<file path="src/rtl/icache_refill_axi.sv">
`default_nettype none
// ============================================================================
//  Module      : icache_refill_axi
//  Description : AXI read-burst engine for instruction-cache line fills.
//                Takes a level-held miss request from the I$, issues one INCR
//                burst covering the whole line on AR, and streams the R beats
//                back to the cache one cycle later with valid/last strobes.
//  Ports       : clk, rst (async, active-high)
//                I$ side  : inst_addr_mmu, inst_read_req -> inst_addr_ok,
//                           inst_read_data, inst_mmu_valid, inst_mmu_last
//                AXI AR   : arid, araddr, arlen, arsize, arburst, arlock,
//                           arcache, arprot, arvalid, arready
//                AXI R    : rid, rdata, rresp, rlast, rvalid, rready
//  Options     : define ICACHE_REFILL_ERR_EN to add the sticky refill_err
//                output (bad rresp or rlast disagreeing with the beat count).
//  Revision    : 1.0 - initial release
// ============================================================================
module icache_refill_axi #(
    parameter int unsigned LINE_WORDS = 8,
    parameter logic [3:0]  AXI_ID     = 4'd0
) (
    input  logic        clk,
    input  logic        rst,
    input  logic [31:0] inst_addr_mmu,
    input  logic        inst_read_req,
    output logic        inst_addr_ok,
    output logic [31:0] inst_read_data,
    output logic        inst_mmu_valid,
    output logic        inst_mmu_last,
`ifdef ICACHE_REFILL_ERR_EN
    output logic        refill_err,
`endif
    output logic [3:0]  arid,
    output logic [31:0] araddr,
    output logic [7:0]  arlen,
    output logic [2:0]  arsize,
    output logic [1:0]  arburst,
    output logic [1:0]  arlock,
    output logic [3:0]  arcache,
    output logic [2:0]  arprot,
    output logic        arvalid,
    input  logic        arready,
    input  logic [3:0]  rid,
    input  logic [31:0] rdata,
    input  logic [1:0]  rresp,
    input  logic        rlast,
    input  logic        rvalid,
    output logic        rready
);

    localparam int unsigned c_CNT_W = $clog2(LINE_WORDS);
    localparam int unsigned c_OFF_W = 2 + c_CNT_W;
    localparam logic [c_CNT_W-1:0] c_LAST_BEAT = c_CNT_W'(LINE_WORDS - 1);

    localparam logic [1:0] c_IDLE = 2'd0;
    localparam logic [1:0] c_ADDR = 2'd1;
    localparam logic [1:0] c_DATA = 2'd2;

    logic [1:0]         r_state;
    logic [1:0]         w_state_nxt;
    logic [c_CNT_W-1:0] r_beat_cnt;
    logic [31:0]        r_araddr;
    logic [31:0]        r_rdata;
    logic               r_addr_ok;
    logic               r_valid;
    logic               r_last;
    logic               w_req_acc;
    logic               w_ar_hs;
    logic               w_beat_acc;
    logic               w_final_beat;

    assign w_req_acc    = (r_state == c_IDLE) && inst_read_req;
    assign w_ar_hs      = (r_state == c_ADDR) && arready;
    // Beats tagged with a foreign id are acknowledged on the bus but never
    // counted into the line.
    assign w_beat_acc   = (r_state == c_DATA) && rvalid && (rid == AXI_ID);
    // The beat counter alone ends the line; rlast is not trusted for it.
    assign w_final_beat = w_beat_acc && (r_beat_cnt == c_LAST_BEAT);

    // ------------------------------------------------------------------
    // State register
    // ------------------------------------------------------------------
    always_ff @(posedge clk or posedge rst) begin
        if (rst) begin
            r_state <= c_IDLE;
        end else begin
            r_state <= w_state_nxt;
        end
    end

    // ------------------------------------------------------------------
    // Next state and state-decoded handshake strobes
    // ------------------------------------------------------------------
    always_comb begin
        w_state_nxt = r_state;
        arvalid     = 1'b0;
        rready      = 1'b0;
        case (r_state)
            c_IDLE: begin
                if (w_req_acc) w_state_nxt = c_ADDR;
            end
            c_ADDR: begin
                arvalid = 1'b1;
                if (w_ar_hs) w_state_nxt = c_DATA;
            end
            c_DATA: begin
                rready = 1'b1;
                if (w_final_beat) w_state_nxt = c_IDLE;
            end
            default: w_state_nxt = c_IDLE;
        endcase
    end

    // ------------------------------------------------------------------
    // Datapath: address latch, beat counter, registered cache-side outputs
    // ------------------------------------------------------------------
    always_ff @(posedge clk or posedge rst) begin
        if (rst) begin
            r_araddr   <= '0;
            r_beat_cnt <= '0;
            r_rdata    <= '0;
            r_addr_ok  <= 1'b0;
            r_valid    <= 1'b0;
            r_last     <= 1'b0;
        end else begin
            r_addr_ok <= w_ar_hs;
            r_valid   <= w_beat_acc;
            r_last    <= w_final_beat;
            // Address is captured only in IDLE, so later changes on the
            // miss port cannot disturb an AR already presented.
            if (w_req_acc) begin
                r_araddr <= {inst_addr_mmu[31:c_OFF_W], {c_OFF_W{1'b0}}};
            end
            if (w_ar_hs) begin
                r_beat_cnt <= '0;
            end else if (w_beat_acc) begin
                r_beat_cnt <= r_beat_cnt + 1'b1;
            end
            if (w_beat_acc) begin
                r_rdata <= rdata;
            end
        end
    end

    assign inst_addr_ok   = r_addr_ok;
    assign inst_read_data = r_rdata;
    assign inst_mmu_valid = r_valid;
    assign inst_mmu_last  = r_last;

    assign arid    = AXI_ID;
    assign araddr  = r_araddr;
    assign arlen   = 8'(LINE_WORDS - 1);
    assign arsize  = 3'b010;
    assign arburst = 2'b01;
    assign arlock  = 2'b00;
    assign arcache = 4'b0000;
    assign arprot  = 3'b000;

`ifdef ICACHE_REFILL_ERR_EN
    logic r_err;
    logic w_err_beat;
    logic w_unused;

    assign w_err_beat = w_beat_acc &&
                        ((rresp != 2'b00) || (rlast != (r_beat_cnt == c_LAST_BEAT)));

    // Sticky across the line; only a freshly accepted request clears it.
    always_ff @(posedge clk or posedge rst) begin
        if (rst) begin
            r_err <= 1'b0;
        end else if (w_req_acc) begin
            r_err <= 1'b0;
        end else if (w_err_beat) begin
            r_err <= 1'b1;
        end
    end

    assign refill_err = r_err;
    assign w_unused   = ^inst_addr_mmu[c_OFF_W-1:0];
`else
    logic w_unused;
    assign w_unused = ^{inst_addr_mmu[c_OFF_W-1:0], rresp, rlast};
`endif

endmodule
`default_nettype wire

</file>
<file path="config.mk">
export PLATFORM = sky130hd
export DESIGN_NAME = icache_refill_axi
export DESIGN_NICKNAME = d
export VERILOG_FILES = /design/src/rtl/icache_refill_axi.sv
export SDC_FILE = /design/constraint.sdc
export NUM_CORES = 1
export LEC_CHECK = 0
export CAP_MARGIN = 15
export CORE_ASPECT_RATIO = 0.8
export CORE_MARGIN = 3
export CORE_UTILIZATION = 25
export CTS_CLUSTER_DIAMETER = 50
export DETAILED_ROUTE_END_ITERATION = 7
export GPL_TIMING_DRIVEN = 0
export PLACE_DENSITY = 0.61
export SKIP_LAST_GASP = 1
export SLEW_MARGIN = 20
export SYNTH_ARGS = -nofsm -noshare
export SYNTH_HDL_FRONTEND = slang
export SYNTH_SLANG_ARGS = --single-unit
</file>
<file path="constraint.sdc">
create_clock -name clk -period 5 [get_ports clk]
set_clock_uncertainty 0.05 [all_clocks]
set_input_delay 1 -clock clk [delete_from_list [all_inputs] [get_ports clk]]
set_output_delay 1 -clock clk [all_outputs]
set_load 0.01 [all_outputs]
</file>
# Word level (Yosys, flattened, before mapping)
# Cells that the tools add are included.
dict set report word_totals {
  reg_bits 67
  inputBits 76
}
dict set report classes {
  eq_ne 6
  n_mux 8
  n_addsub 1
  n_reduce_logical 9
}
# cell count
set ops {}
lappend ops {{$mux W2} 3}
lappend ops {{$mux W3} 2}
lappend ops {{$ne A2 B2 Y1 const B} 3}
lappend ops {{$pmux W2 S3} 1}
lappend ops {{$logic_and A1 B1 Y1} 5}
lappend ops {{$logic_not A4 Y1} 1}
lappend ops {{$add A3 B1 Y3 const B} 1}
lappend ops {{$eq A3 B3 Y1 const B} 1}
lappend ops {{$reduce_and A3 Y1} 1}
lappend ops {{$eq A2 B1 Y1 const B} 1}
lappend ops {{$eq A2 B2 Y1 const B} 1}
lappend ops {{$logic_not A2 Y1} 1}
lappend ops {{$mux W1} 2}
lappend ops {{$reduce_bool A2 Y1} 1}

# Longest topological paths before layout
dict set report depth {
  depth_word 6
  ltp_mapped 6
  depth_no_buf 4
}

# Worst setup path after synthesis
# OpenSTA, ideal clock, no wires.
dict set report synth_timing {
  kind {in2reg}
  from {input port rid[2]}
  to {register r_rdata[10] (netlist: inst_read_data[10])}
  setup_slack_ns 2.610
  cell_stages 6
  required_ns 4.825
  arrival_ns 2.215
  setup_time_ns 0.125
  path_cell_list {nand4bb_1 > or4_1 > buf_6 > inv_12 > buf_12 > mux2_4}
}
dict set report synth_between {
  elab_chain_cells 2
}
# element line
set synth_rtl {}
lappend synth_rtl {{from (decl)} 43} ;# input logic [3:0] rid,
lappend synth_rtl {{$logic_not A4 Y1} 76} ;# assign w_beat_acc = (r_state == c_DATA) && rvalid && (rid == AXI_ID);
lappend synth_rtl {{$logic_and A1 B1 Y1} 76}
lappend synth_rtl {{to (signal assigned)} 140} ;# r_rdata <= rdata;
lappend synth_rtl {{to (decl)} 63} ;# logic [31:0] r_rdata;
# No other way between the ends.
# A chain may end at the register's enable or synchronous reset.

# Final worst setup path
dict set report layout_timing {
  from {register r_state[0]}
  to {output port rready}
}
dict set report layout_between {
  elab_chain_cells 2
}
# element line
set layout_rtl {}
lappend layout_rtl {{from (decl)} 59} ;# logic [1:0] r_state;
lappend layout_rtl {{from (signal assigned)} 85} ;# r_state <= c_IDLE;
lappend layout_rtl {{from (signal assigned)} 87} ;# r_state <= w_state_nxt;
lappend layout_rtl {{$eq A2 B2 Y1} 98} ;# case (r_state)
lappend layout_rtl {{$mux W1} 98}
lappend layout_rtl {{to (decl)} 48} ;# output logic rready
# No other way between the ends.

==> flow_summary_export.csv <==
group,metric,value,unit
outcome,status,"finished clean",
sta,slew_viol_final,0,
clock_tree,cts_tree,"done",
sta,fin_setup_tns,0,ns
critical_path,slowest_delay,0.54,ns
pwr,powerDensity,503,nW/um^2
critical_path,rr_worst_depth,6,
yosys,synth_top_cell_by_area,"dfrtp_1",
yosys,synth_most_common_cell,"dfrtp_1",
yosys,synthXorXnorAreaFrac,0,%
detailed_routing,ant_nets,0,
finish,drive_gt1_share,31.7,%
yosys,synth_top_family_by_area,"multiplexers",
yosys,synthTopCellsByArea,"dfrtp_1 57%, mux2_4 14%, mux2_2 12%",
critical_path,path_cells,"and2b_1, clkdlybuf4s50_1",
place,routabilityCongestion,0.739,
place,port_buffers,131,
sta,fin_crit,2.56,ns
sta,finalHoldViolCount,0,
place,dp_hpwl,4.90,mm
yosys,ys_seq_area_share,57.0,%
finish,antenna_cells,0,
pwr,p_leak,2.23,nW
floorplan,die_area,13100,um^2
critical_path,criticalPathCategory,"reg2out",
finish,fin_area,4870,um^2
critical_path,cp_num_cells,2,
pwr,ir_worst_vdd,0.222,mV
yosys,synth_edf_count,0,
floorplan,die_w,127,um
sta,max_clock_freq,0.391,GHz
yosys,syn-cell-area,2940,um^2
detailed_routing,drc_errors,0,
floorplan,initial_core_util,26.3,%
clock_tree,numCtsBuffers,9,
clock_tree,worstSkewPairLatency,0.32,ns
detailed_routing,via_per_inst,3.86,
yosys,synthMuxAreaShare,27.1,%
clock_tree,ctsLongestPathBuffers,2,
place,dp_slack,2.13,ns
floorplan,die_h,103,um
sta,rsz0062_at_grt,"false",
yosys,yosys.area_share.adder,0.851,%
yosys,ys_ff_latch,67,
critical_path,worst-path-max-fanout,5,
detailed_routing,drt-wirelength-per-cell,13.0,um
yosys,synthCells,189,
hold_path,hold_depth,1,
critical_path,worstSetupStartpointType,"register",
finish,fillers,1012,
critical_path,crit_buf_inv,1,
floorplan,rows,34,
detailed_routing,wl,6.62,mm
global_routing,track_usage,10.3,%
sta,finalSetupViolCount,0,
yosys,synth_commonest_cells,"67 x dfrtp_1, 32 x mux2_2, 31 x buf_4",
sta,worst_hold_slack,0.436,ns
global_routing,grt_pass1_vias,2020,
detailed_routing,via_count,1967,
yosys,synth_compound_area_share,0.553,%
critical_path,slowest_stage,"clkdlybuf4s50_1",
global_routing,grt_first_pass_wirelength,10.6,mm
yosys,async_flop_share,100,%
critical_path,crit_family,"buffers and inverters",
critical_path,cp.required,3.95,ns
detailed_routing,drt-initial-drc-count,38,
finish,fin_util,43.5,%
yosys,yosys_warnings,0,
yosys,synth_top_area_share,57.0,%
sta,finalWorstSetupSlack,2.44,ns
yosys,synth_flop_cell,"dfrtp_1",
place,dpl_cell_area,4560,um^2
global_routing,grt_remaining_overflow,0,
global_routing,antenna_found_initial,0,
clock_tree,post_cts_buffers,0,
clock_tree,cts_resized,0,
finish,final_nets,439,
clock_tree,clk_pin_slew,0.06,ns
floorplan,core_area,11200,um^2
yosys,synth_cell_type_count,22,
clock_tree,cts_root_buf,"clkbuf_16",
critical_path,worstPathArrival,1.51,ns
floorplan,io_pins,171,
detailed_routing,firstDrtPassIters,4,
critical_path,end_kind,"output port",
finish,area_growth,65.5,%
global_routing,grt_max_degree,37,
yosys,syn_area_per_cell,15.6,um^2
clock_tree,h-tree-depth,3,
clock_tree,clock_sinks,67,
clock_tree,ctsHoldBuffers,0,
sta,fin_crit_sh,51.1,%
hold_path,min-delay-path-class,"reg2reg",
yosys,yosys.area_share.simple,2.21,%
job,max-cap-violations,0,
-- metrics by stage --
step	power [mW]	instances
2_1_floorplan	1.30	218
3_3_place_gp	1.82	493
3_5_place_dp	1.84	494
4_1_cts	2.50	510
5_1_grt	2.60	510
6_report	2.45	510
-- cells by family (layout without fill, tap and decap cells) --
logic type | Yosys count | after routing
and+or+nand+nor | 10 | 10
adders and majority gates | 2 | 2
DFF | 67 | 67
other | 2 | 31
buffers and inverters | 44 | 192
AOI/OAI and AO/OA | 2 | 2
muxes | 62 | 62
-- worst paths after layout --
check | from | end | slack (ns)
worst max-delay path | r_state[0] | rready | 2.44
worst min register to register | r_beat_cnt[0] | r_beat_cnt[0] | 0.44
worst max register to register | r_state[0] | inst_read_data[31] | 3.11
max in group asynchronous | rst | araddr[19] | 3.38
worst min-delay path | r_beat_cnt[0] | r_beat_cnt[0] | 0.44
min in group asynchronous | rst | inst_read_data[5] | 0.98
-- per-layer routing --
layer / share of wire, % / wire length [um] / GRT usage, % / vias to the layer above
li1: - / - / - / 922
met1: 44 / 2930 / 13.3 / 943
met2: 46 / 3020 / 15.4 / 96
met3: 9.5 / 629 / 4.45 / 6
met4: 0.63 / 42 / 3.46 / 0
met5: 0 / 0 / 0 / -
-- placed cells by master (no fill, tap or decap), drive strengths merged --
master / instances
nand3b: 1
inv: 6
nor3b: 1
or4: 1
nor2b: 1
clkinv: 4
a21o: 1
clkinvlp: 1
dfrtp: 67
clkdlybuf4s50: 131
a2bb2oi: 1
and2: 1
buf: 39
conb: 31
and2b: 1
nand2: 3
mux2i: 3
bufinv: 1
clkbuf: 10
mux2: 59
nand4bb: 1
ha: 2
-- layout make-up --
cell class	instances	area, um^2	share of cell area (%)
inverters	6	37.5	0.771
clock inverters	6	65.1	1.34
clock buffers	10	239	4.91
flip-flops and latches	67	1680	34.4
plain buffers	38	319	6.56
well taps	144	180	3.70
multi-input cells	107	1020	20.9
repair buffers	132	1330	27.4
-- registers in the layout, summed over array words and instances (netlist names) --
name            count
araddr             27
inst_addr_ok        1
inst_mmu_last       1
inst_mmu_valid      1
inst_read_data     32
r_beat_cnt          3
r_state             2
-- power by group --
group          leakage (nW)  switching [mW]  internal, mW  total [mW]
clock network         0.148           0.229         0.399       0.628
logic                  1.23           0.321         0.635       0.956
registers             0.855           0.111         0.753       0.863
total                  2.23           0.661          1.79        2.45
Power figures use the tool's default switching activity.
